## src/rtl/counter_capture_fifo.sv

```systemverilog
// counter_capture_fifo
//   Samples the upstream enable counter's `result` bus on a capture request,
//   tags each sample with a wrap-around flag, and stores it in a small
//   first-word-fall-through FIFO. A host or logging stage drains the FIFO over
//   a valid/ready handshake.
//
//   Optional feature (macro CAP_EDGE_TRIG_EN):
//     defined   - one capture per rising edge of trig (trig & ~trig_q)
//     undefined - level-sensitive capture, every cycle trig is high
//
// Ports
//   clk        single clock, rising edge
//   reset      synchronous, active-high
//   result     counter value from the upstream counter
//   trig       capture request
//   clr_ovf    clears the sticky overflow flag
//   out_data   head entry: bit WIDTH = wrap tag, bits WIDTH-1:0 = sample
//   out_valid  FIFO non-empty
//   out_ready  consumer accepts the head entry
//   count      current occupancy
//   full       count == DEPTH
//   empty      count == 0
//   overflow   sticky, set when a capture is dropped
module counter_capture_fifo #(
  parameter int WIDTH = 8,
  parameter int DEPTH = 4
) (
  input  logic                     clk,
  input  logic                     reset,
  input  logic [WIDTH-1:0]         result,
  input  logic                     trig,
  input  logic                     clr_ovf,
  output logic [WIDTH:0]           out_data,
  output logic                     out_valid,
  input  logic                     out_ready,
  output logic [$clog2(DEPTH):0]   count,
  output logic                     full,
  output logic                     empty,
  output logic                     overflow
);

  localparam int AW = $clog2(DEPTH);

  logic [WIDTH:0]   mem [DEPTH];
  logic [AW-1:0]    rd_ptr;
  logic [AW-1:0]    wr_ptr;
  logic [AW:0]      cnt;
  logic [WIDTH-1:0] prev_result;
  logic             wrap_pend;

  logic             cap_req;
  logic             wrap_evt;
  logic             pop;
  logic             push;
  logic             drop;

`ifdef CAP_EDGE_TRIG_EN
  logic trig_q;

  always_ff @(posedge clk) begin
    if (reset) trig_q <= 1'b0;
    else       trig_q <= trig;
  end

  assign cap_req = trig & ~trig_q;
`else
  assign cap_req = trig;
`endif

  // A wrap is only the max-to-zero transition; a counter reset from any
  // other value to zero is not tagged.
  assign wrap_evt  = (prev_result == {WIDTH{1'b1}}) && (result == '0);

  assign empty     = (cnt == '0);
  assign full      = (cnt == (AW+1)'(DEPTH));
  assign out_valid = ~empty;
  assign count     = cnt;
  assign out_data  = mem[rd_ptr];

  assign pop  = out_valid & out_ready;
  // A full FIFO still accepts a capture when the head leaves in the same cycle.
  assign push = cap_req & (~full | pop);
  assign drop = cap_req & full & ~pop;

  // Control: pointers, occupancy, wrap tracking, sticky overflow
  always_ff @(posedge clk) begin
    if (reset) begin
      rd_ptr      <= '0;
      wr_ptr      <= '0;
      cnt         <= '0;
      prev_result <= '0;
      wrap_pend   <= 1'b0;
      overflow    <= 1'b0;
    end else begin
      prev_result <= result;

      if (push) wr_ptr <= wr_ptr + 1'b1;
      if (pop)  rd_ptr <= rd_ptr + 1'b1;

      case ({push, pop})
        2'b10:   cnt <= cnt + 1'b1;
        2'b01:   cnt <= cnt - 1'b1;
        default: cnt <= cnt;
      endcase

      // A dropped capture leaves the pending wrap in place so that the next
      // successful push still carries the tag.
      if (push)          wrap_pend <= 1'b0;
      else if (wrap_evt) wrap_pend <= 1'b1;

      // Set has priority over clear.
      if (drop)         overflow <= 1'b1;
      else if (clr_ovf) overflow <= 1'b0;
    end
  end

  // Data: storage is not reset; entries are only visible while counted.
  always_ff @(posedge clk) begin
    if (push) mem[wr_ptr] <= {wrap_pend | wrap_evt, result};
  end

endmodule

```

## config.mk

```make
export PLATFORM = sky130hd
export DESIGN_NAME = counter_capture_fifo
export DESIGN_NICKNAME = d
export VERILOG_FILES = /design/src/rtl/counter_capture_fifo.sv
export SDC_FILE = /design/constraint.sdc
export NUM_CORES = 1
export LEC_CHECK = 0
export BUFFER_PORTS_ARGS = -buffer_cell sky130_fd_sc_hd__buf_2
export CAP_MARGIN = 20
export CORE_MARGIN = 4
export CORE_UTILIZATION = 45
export CTS_CLUSTER_DIAMETER = 100
export DETAILED_ROUTE_END_ITERATION = 6
export HOLD_SLACK_MARGIN = 0.12
export REMOVE_ABC_BUFFERS = 1
export SYNTH_ARGS = -nofsm -noshare
export SYNTH_HDL_FRONTEND = slang
export SYNTH_SLANG_ARGS = --single-unit
```

## constraint.sdc

```tcl
create_clock -name clk -period 3.75 [get_ports clk]
set_input_delay 0.75 -clock clk [delete_from_list [all_inputs] [get_ports clk]]
set_output_delay 0.75 -clock clk [all_outputs]
set_load 0.03 [all_outputs]
```

# [Word-level counts from Yosys, hierarchy flattened]
# Memory sizes are Yosys's and may differ from the RTL's. A register that Yosys moved wholly into a read port is not among the register bits.
# Index checks and enable logic that the tools add are counted.
[word_totals] wordCells=37 in_bits=13 rom_bits=0 ramBits=36 latchBits=0 out_inout_bits=16 memories=1 ff_bits=17
[op_classes] n_addsub=4 order_cmp=0 n_shift=0 n_reduce_logical=6 div_mod_pow=0 n_mul=0 n_mux=7 bitwise_logic=9 eq_ne=4
[mem_list] memory="mem" words=4 word_bits=9 rd=1 rd_clocked_by_memory_dff=1 wr=1 line_no="44" rtl="logic [WIDTH:0] mem [DEPTH];"
[op_table] operator="$eq 8x8->1 const B" count=1
[op_table] operator="$logic_not 8->1" count=1
[op_table] operator="$pmux 3 s2" count=1
[op_table] operator="$add 2x1->2 const B" count=2
[op_table] operator="$and 1x1->1" count=4
[op_table] operator="$mux 1" count=4
[op_table] operator="$mux 2" count=2
[op_table] operator="$reduce_bool 2->1" count=2
[op_table] operator="$add 3x1->3 const B" count=1
[op_table] operator="$eq 3x3->1 const B" count=1
[op_table] operator="$logic_not 3->1" count=1
[op_table] operator="$not 1->1" count=3
[op_table] operator="$sub 3x1->3 const B" count=1
[op_table] operator="$eq 2x1->1 const B" count=1
[op_table] operator="$eq 2x2->1 const B" count=1
[op_table] operator="$or 1x1->1" count=2
[op_table] operator="$reduce_or 2->1" count=1
[op_table] operator="$logic_and 1x1->1" count=1

# [Depth between registers and ports, before layout]
# Gate-level depths: netlist of run 1.
[logic_depth] ltp_word=7 mapped_depth=6 mapped_depth_nobuf=6

# [Worst setup path before layout of run 1]
# Ideal clock, no wire load.
[synth_path] path_type="input-to-reg" from="input port out_ready" to="register cnt[2], in the netlist count[2]" arrival_ns=2.174 required_ns=3.629 n_path_buf=0 setup_time_ns=0.121 cell_stages=5 slack_ns=1.454 cell_sequence="o31a_1 or2b_1 fa_1 o31ai_2 mux2_4"
[synth_between] elab_chain_cells=5 elab_cells_between_ends=7 classes_between="eq/ne: 2; mux: 1; bitwise: 3; reduce/logical: 1"
[synth_lines] element="start, declared" line_no="35" rtl="input logic out_ready,"
[synth_lines] element="$and 1x1->1 *" line_no="80" rtl="assign pop = out_valid & out_ready;"
[synth_lines] element="$or 1x1->1" line_no="82" rtl="assign push = cap_req & (~full | pop);"
[synth_lines] element="$and 1x1->1" line_no="82"
[synth_lines] element="$eq 2x1->1 / $eq 2x2->1 (equally long branches)" line_no="100" rtl="case ({push, pop})"
[synth_lines] element="$pmux 3 s2 / $reduce_bool 2->1 (equally long branches)"
[synth_lines] element="end signal, assigned" line_no="101" rtl="2'b10: cnt <= cnt + 1'b1;"
[synth_lines] element="end signal, assigned" line_no="102" rtl="2'b01: cnt <= cnt - 1'b1;"
[synth_lines] element="end signal, assigned" line_no="103" rtl="default: cnt <= cnt;"
[synth_lines] element="end, declared" line_no="47" rtl="logic [AW:0] cnt;"
# Mark *: on every way between the ends. The rest lies on a longest branch, timed or not.
# A chain may end at the register's enable or synchronous reset.

==> results of run 1 <==
kinds of logic after synthesis:
kind of cell / after synthesis / synth area share (%)
buf+inv: 12 / 2.21
simple gates: 37 / 9.99
mux: 10 / 10.1
flops: 55 / 67.9
fa+ha+maj: 5 / 3.25
compound gates: 11 / 4.53
xor+xnor: 5 / 2.03
power breakdown:
part | switching (mW) | internal [mW]
logic | 0.166 | 0.112
registers | 0.0407 | 0.690
clock network | 0.179 | 0.196
cells in the mapped netlist (3+ instances only):
master    instances  area share [%]
dfxtp_1          19              18
nor2b_1           9             2.6
nand2_1           3            0.52
and2_1            4             1.2
ha_1              4             2.3
inv_1             7             1.2
mux4_2            9             9.4
xor2_1            3             1.2
edfxtp_1         36              50
nor2_1           10             1.7
layout by cell type, fill, tap and decap left out, drive strengths merged:
cell    Yosys  layout
a211oi      1       1
a21bo       1       1
a21boi      1       1
a21oi       1       1
a221oi      1       1
a31o        1       1
a32oi       1       1
and2        4       4
and3        1       1
buf         3      28
bufinv      0       1
clkbuf      2       5
clkinv      0       2
dfxtp      19      19
edfxtp     36      36
fa          1       1
ha          4       4
inv         7       7
mux2        1       1
mux4        9       9
nand2       3       3
nand3       1       1
nand3b      1       1
nand4       2       2
nor2       10      10
nor2b       9       9
nor3b       2       2
nor4        2       2
o211ai      1       1
o31a        2       2
o31ai       1       1
or2b        1       1
or3         1       1
xnor2       2       2
xor2        3       3
final timing paths:
kind	start	end	slack [ns]	cells past startpoint
max reg2reg	count[0]	count[2]	1.53	5
max	flop	out_data[5]	1.21	2
min reg2reg	overflow	overflow	0.50	2
min	overflow	overflow	0.50	2
worst max-delay path, cell delays in order (launching register included):
cell     delay (ns)
dfxtp_1        0.72
mux4_2         0.57
buf_2          0.19
through the flow:
stage          worst slack [ns]  utilization, %  cell area (um2)  power [mW]
2_1_floorplan              1.45               -             2130       0.945
3_3_place_gp               1.27            51.9             2340        1.02
5_1_grt                    1.05            54.3             2440        1.45
3_5_place_dp               1.20            51.9             2340        1.03
6_report                   1.21            54.3             2440        1.38
4_1_cts                    1.14            54.3             2440        1.40
flip-flops by register name, indices dropped and copies added (netlist names), named ones only:
name / cells
mem: 36
prev_result: 8
count: 3
rd_ptr: 2
wr_ptr: 2
overflow: 1
wrap_pend: 1
layer usage:
layer	global-route usage [%]	vias to the layer above
met5	0	-
met4	4.80	0
met3	3.86	5
met2	21.8	23
met1	17.2	559
li1	-	556
cell type report:
cell class / count / area share [%]
flip-flops and latches: 55 / 59.8
multi-input cells: 68 / 26.4
repair buffers: 28 / 5.73
clock buffers: 5 / 2.81
well taps: 52 / 2.66
clock inverters: 3 / 1.59
inverters: 7 / 1.07
==> flow_summary.json, run 1 <==
{
  "core_area_um2": 4500,
  "fp.dieW_um": 77.2,
  "ioPinCount": 29,
  "netlist_area_um2": 2150,
  "grt_setup_unrepaired": "no",
  "outcome": "complete, no violations",
  "path_clk_slew_ns": 0.09,
  "final_cells": 218,
  "overflow": 0,
  "max-vdd-ir-drop_v": 0.000263,
  "leakage_nw": 0.885,
  "finalHoldViolations": 0,
  "highest_layer": "met4",
  "postCtsSetupRepairBufs": 0,
  "num_antenna_cells": 0,
  "synthFlopType": "edfxtp_1",
  "clk_latency_ns": 0.30,
  "place_hpwl_um": 2460,
  "cts_tree": "yes",
  "relSlewSlack_pct": 58.6,
  "start_util_pct": 47.8,
  "cp_max_fo": 9,
  "setup-tns-final_ns": 0,
  "grt_pass1_vias": 1194,
  "area_delta_synth_final_pct": 13.5,
  "cts_root_buf": "clkbuf_8",
  "grt_usage_pct": 13.5,
  "routedLengthMet1_um": 1620,
  "setup_viol_count_final": 0,
  "fillers": 383,
  "multi_input_comb_area_um2": 644,
  "grt_pass1_wl_um": 6140,
  "initialDrtViolationCount": 77,
  "die_y_um": 77.2,
  "grt_max_degree": 20,
  "vias": 1143,
  "worstSetupStartpointType": "flop",
  "cts_buffer_depth": 2,
  "drc": 0,
  "critical_path_class": "flop to output port",
  "cellPowerDensity_nw_per_um2": 566,
  "drive_gt1_share_pct": 30.1,
  "finalClockSkew_ns": 0.00360,
  "ys_ff_latch": 55,
  "routed-wl-met2_um": 1780,
  "synthArstFlopShare_pct": 0,
  "dp.cells": 210,
  "routed_wl_um": 3590,
  "fin_nets": 183,
  "cp.arrival_ns": 1.79,
  "avgViaCountPerCell": 5.24,
  "cts-buffers-inserted": 5,
  "place.gp.congestion": 0.771,
  "cts_num_sinks": 55,
  "ys_warn_count": 0,
  "drt_first_pass_iters": 4,
  "post-route-min-period_ns": 2.54,
  "cts_hold_buf": 0,
  "dieArea_um2": 5960,
  "hold_slack_ns": 0.498,
  "worst_pin_slew_ns": 0.620,
  "grt_antenna_before_repair": 0,
  "cts_max_level": 2,
  "synth-seq-area-share_pct": 67.9,
  "cp-end-kind": "output port",
  "dr_wl_met3_um": 132,
  "syn_avg_cell_area_um2": 16.0,
  "period_share_pct": 67.7,
  "hp-class": "flop to flop",
  "portBuffers": 28,
  "cp.required_ns": 3.00,
  "wl_per_cell_um": 16.5,
  "post_cts_resized": 0,
  "slew_violations": 0,
  "num_rows": 24,
  "ant_nets": 0,
  "syn_inst": 135,
  "fmax_mhz": 394,
  "synth_cell_types": 35,
  "drv_cap": 0,
  "regArea_um2": 1460,
  "synth_edf_count": 36
}
Power figures use the tool's default switching activity.
==> inputs of run 2 (changes only) <==
--- a/config.mk
+++ b/config.mk
@@ -5,6 +5,7 @@
 export SDC_FILE = /design/constraint.sdc
 export NUM_CORES = 1
 export LEC_CHECK = 0
+export ABC_AREA = 1
 export BUFFER_PORTS_ARGS = -buffer_cell sky130_fd_sc_hd__buf_2
 export CAP_MARGIN = 20
 export CORE_MARGIN = 4
==> constraint.sdc (replaced) <==
create_clock -name clk -period 2.66 [get_ports clk]
set_input_delay 0.532 -clock clk [delete_from_list [all_inputs] [get_ports clk]]
set_output_delay 0.532 -clock clk [all_outputs]
set_load 0.03 [all_outputs]
==> run 2 against run 1 <==
Compared with the run above:
- cell count up 29%
- sequential power up 40%
- die area up 0.67%
- critical path depth up 2
- critical path type unchanged
- largest cell class unchanged
- global-route usage up 1.3 points
- synthesized area up 0.76%
==> flow_summary.json, run 2 <==
{
  "outcome": "complete, no violations",
  "r2r_setup_slack_ns": 1.00,
  "pre_cts_ws_ns": 0.850,
  "top_register": "mem",
  "synth_cell_types": 22,
  "synth_compound_area_share_pct": 11.2,
  "drive_gt1_share_pct": 21.8,
  "leakage_nw": 1.02,
  "path_clk_slew_ns": 0.10,
  "critical_path_class": "flop to output port",
  "regArea_um2": 1460,
  "overflow": 0,
  "fin_nets": 246,
  "grt_max_degree": 19,
  "fp.dieW_um": 77.4,
  "cellPowerDensity_nw_per_um2": 819,
  "cp_max_fo": 10,
  "num_rows": 24,
  "die_y_um": 77.4,
  "synth_xor_area_share_pct": 0,
  "period_share_pct": 80.7,
  "synth_edf_count": 36,
  "grt_setup_unrepaired": "no",
  "ys_warn_count": 0,
  "multi_input_comb_area_um2": 584,
  "synthFlopType": "edfxtp_1",
  "place.gp.congestion": 0.750,
  "worst_pin_slew_ns": 0.352,
  "hold_slack_ns": 0.457,
  "syn_avg_cell_area_um2": 11.3,
  "synth-seq-area-share_pct": 67.4,
  "ys_top_cells_by_count": "36 x edfxtp_1, 34 x nor2_1, 25 x inv_1, 19 x dfxtp_1, 17 x o21ai_0",
  "dp.cells": 273,
  "netlist_area_um2": 2170,
  "max-vdd-ir-drop_v": 0.000396,
  "drc": 0,
  "crit_chain": "buf_4, o21ai_0, o22ai_1, buf_2",
  "worst_hold_path.num_cells": 2,
  "setup-tns-final_ns": 0,
  "ant_nets": 0,
  "core_area_um2": 4500,
  "layout_common_cells": "36 x edfxtp_1, 34 x nor2_1, 28 x buf_2",
  "grt_pass1_wl_um": 6980,
  "synth_mux_area_share_pct": 0,
  "worstReg2RegEnd": "count[2]",
  "synth_top_family_by_area": "simple AND/OR/NAND/NOR gates",
  "finalHoldViolations": 0,
  "post-synth-top-area-cell": "edfxtp_1",
  "synthTopCellsByArea": "edfxtp_1 50%, dfxtp_1 18%, nor2_1 5.9%, inv_1 4.3%, o21ai_0 3.9%",
  "r2r-start": "count[0]",
  "critPathMaxStageDelay_ns": 0.54,
  "cts_root_buf": "clkbuf_8",
  "cp.required_ns": 2.13,
  "worstSetupStartpointType": "flop",
  "grt_usage_pct": 14.7,
  "cp.arrival_ns": 1.62,
  "grt_pass1_vias": 1472,
  "ys_ff_latch": 55,
  "cts_hold_buf": 0,
  "yosysTopAreaCellShare_pct": 49.8,
  "clk_latency_ns": 0.31,
  "yosys.cell_count.top_type": "edfxtp_1",
  "layout_commonest_cell": "edfxtp_1",
  "cp-end-kind": "output port",
  "initialDrtViolationCount": 155,
  "num_antenna_cells": 0,
  "cts_max_level": 2,
  "setup_viol_count_final": 0,
  "dieArea_um2": 6000,
  "setup_ws_ns": 0.512,
  "relSlewSlack_pct": 76.5,
  "hp-class": "flop to flop",
  "synthArstFlopShare_pct": 0,
  "largest_register_ffs": 36,
  "worstRegToRegCells": 8,
  "hold_end": "wrap_pend",
  "place_hpwl_um": 2860,
  "cpMaxStageDelayCell": "dfxtp_1",
  "post_cts_resized": 0,
  "vias": 1452,
  "yosys.area_share.simple_pct": 12.5,
  "syn_inst": 192,
  "final_util_pct": 55.5,
  "area_delta_synth_final_pct": 15.2,
  "drv_cap": 0,
  "ioPinCount": 29,
  "hp-start": "wrap_pend",
  "avgViaCountPerCell": 5.17,
  "fmax_mhz": 466,
  "cts_num_sinks": 55,
  "routed_wl_um": 4120,
  "fillers": 410,
  "yosys.area_share.adder_pct": 3.23,
  "cts-buffers-inserted": 5,
  "drt_first_pass_iters": 4,
  "finalClockSkew_ns": 0.0105,
  "grt_antenna_before_repair": 0,
  "final_cells": 281,
  "wl_per_cell_um": 14.7,
  "post-route-min-period_ns": 2.15,
  "postCtsSetupRepairBufs": 0,
  "start_util_pct": 48.2,
  "cts_buffer_depth": 2,
  "portBuffers": 28,
  "slew_violations": 0,
  "cts_tree": "yes"
}
[run 2: cell types whose count changed after synthesis, sizes merged, moves of 3 or more]
| cell | previous run | this run |
|---|---|---|
| nand2 | 3 | 11 |
| nand3 | 1 | 5 |
| a21oi | 1 | 9 |
| mux4 | 9 | 0 |
| o21ai | 0 | 24 |
| xor2 | 3 | 0 |
| nor2b | 9 | 0 |
| nand4 | 2 | 6 |
| nor2 | 10 | 35 |
| and2 | 4 | 0 |
| inv | 7 | 28 |
| o22ai | 0 | 9 |
[run 2: report_power, final]
group	leakage, nW	internal (mW)	switching [mW]
logic	0.480	0.156	0.375
registers	0.489	0.973	0.0457
clock network	0.0496	0.243	0.255
[run 2: how the worst max path moves through the flow]
stage	end	slack (ns)
after floorplan	count[2]	0.84
after global placement	out_data[2]	0.89
after detailed placement	count[2]	0.85
after CTS	out_data[2]	0.51
after global routing	out_data[2]	0.39
final	out_data[2]	0.51
[run 2: critical path, delay by kind of cell (launching register included)]
| family | cells | cell delay [ns] |
|---|---|---|
| AO/OA/AOI/OAI | 2 | 0.30 |
| buffers and inverters | 2 | 0.47 |
| flip-flops | 1 | 0.54 |
[run 2: cell type report]
type                    instances  share of cell area [%]
clock inverters                 1                   0.300
well taps                      52                    2.60
flip-flops and latches         55                    58.5
clock buffers                   7                    3.91
multi-input cells             105                    23.4
repair buffers                 33                    7.11
inverters                      28                    4.21
[run 2: cell families after synthesis]
family,after synthesis
AND/OR/NAND/NOR,57
AO/OA/AOI/OAI,43
adder cells (fa/ha/maj),5
flip-flops,55
buffers and inverters,32
[run 2: routing by layer]
metal  up-vias  global-route usage, %  part of all wire [%]
met5         -                      0                     0
met4         0                   5.34                   1.5
met3         5                   3.59                   3.9
li1        725                      -                     -
met2        36                   25.0                    49
met1       686                   18.3                    45
[run 2: metrics by stage]
stage	instance area (um2)	power, mW
finish	2500	2.05
global route	2500	2.17
CTS	2500	2.07
detailed placement	2390	1.57
global placement	2390	1.56
floorplan	2150	1.41
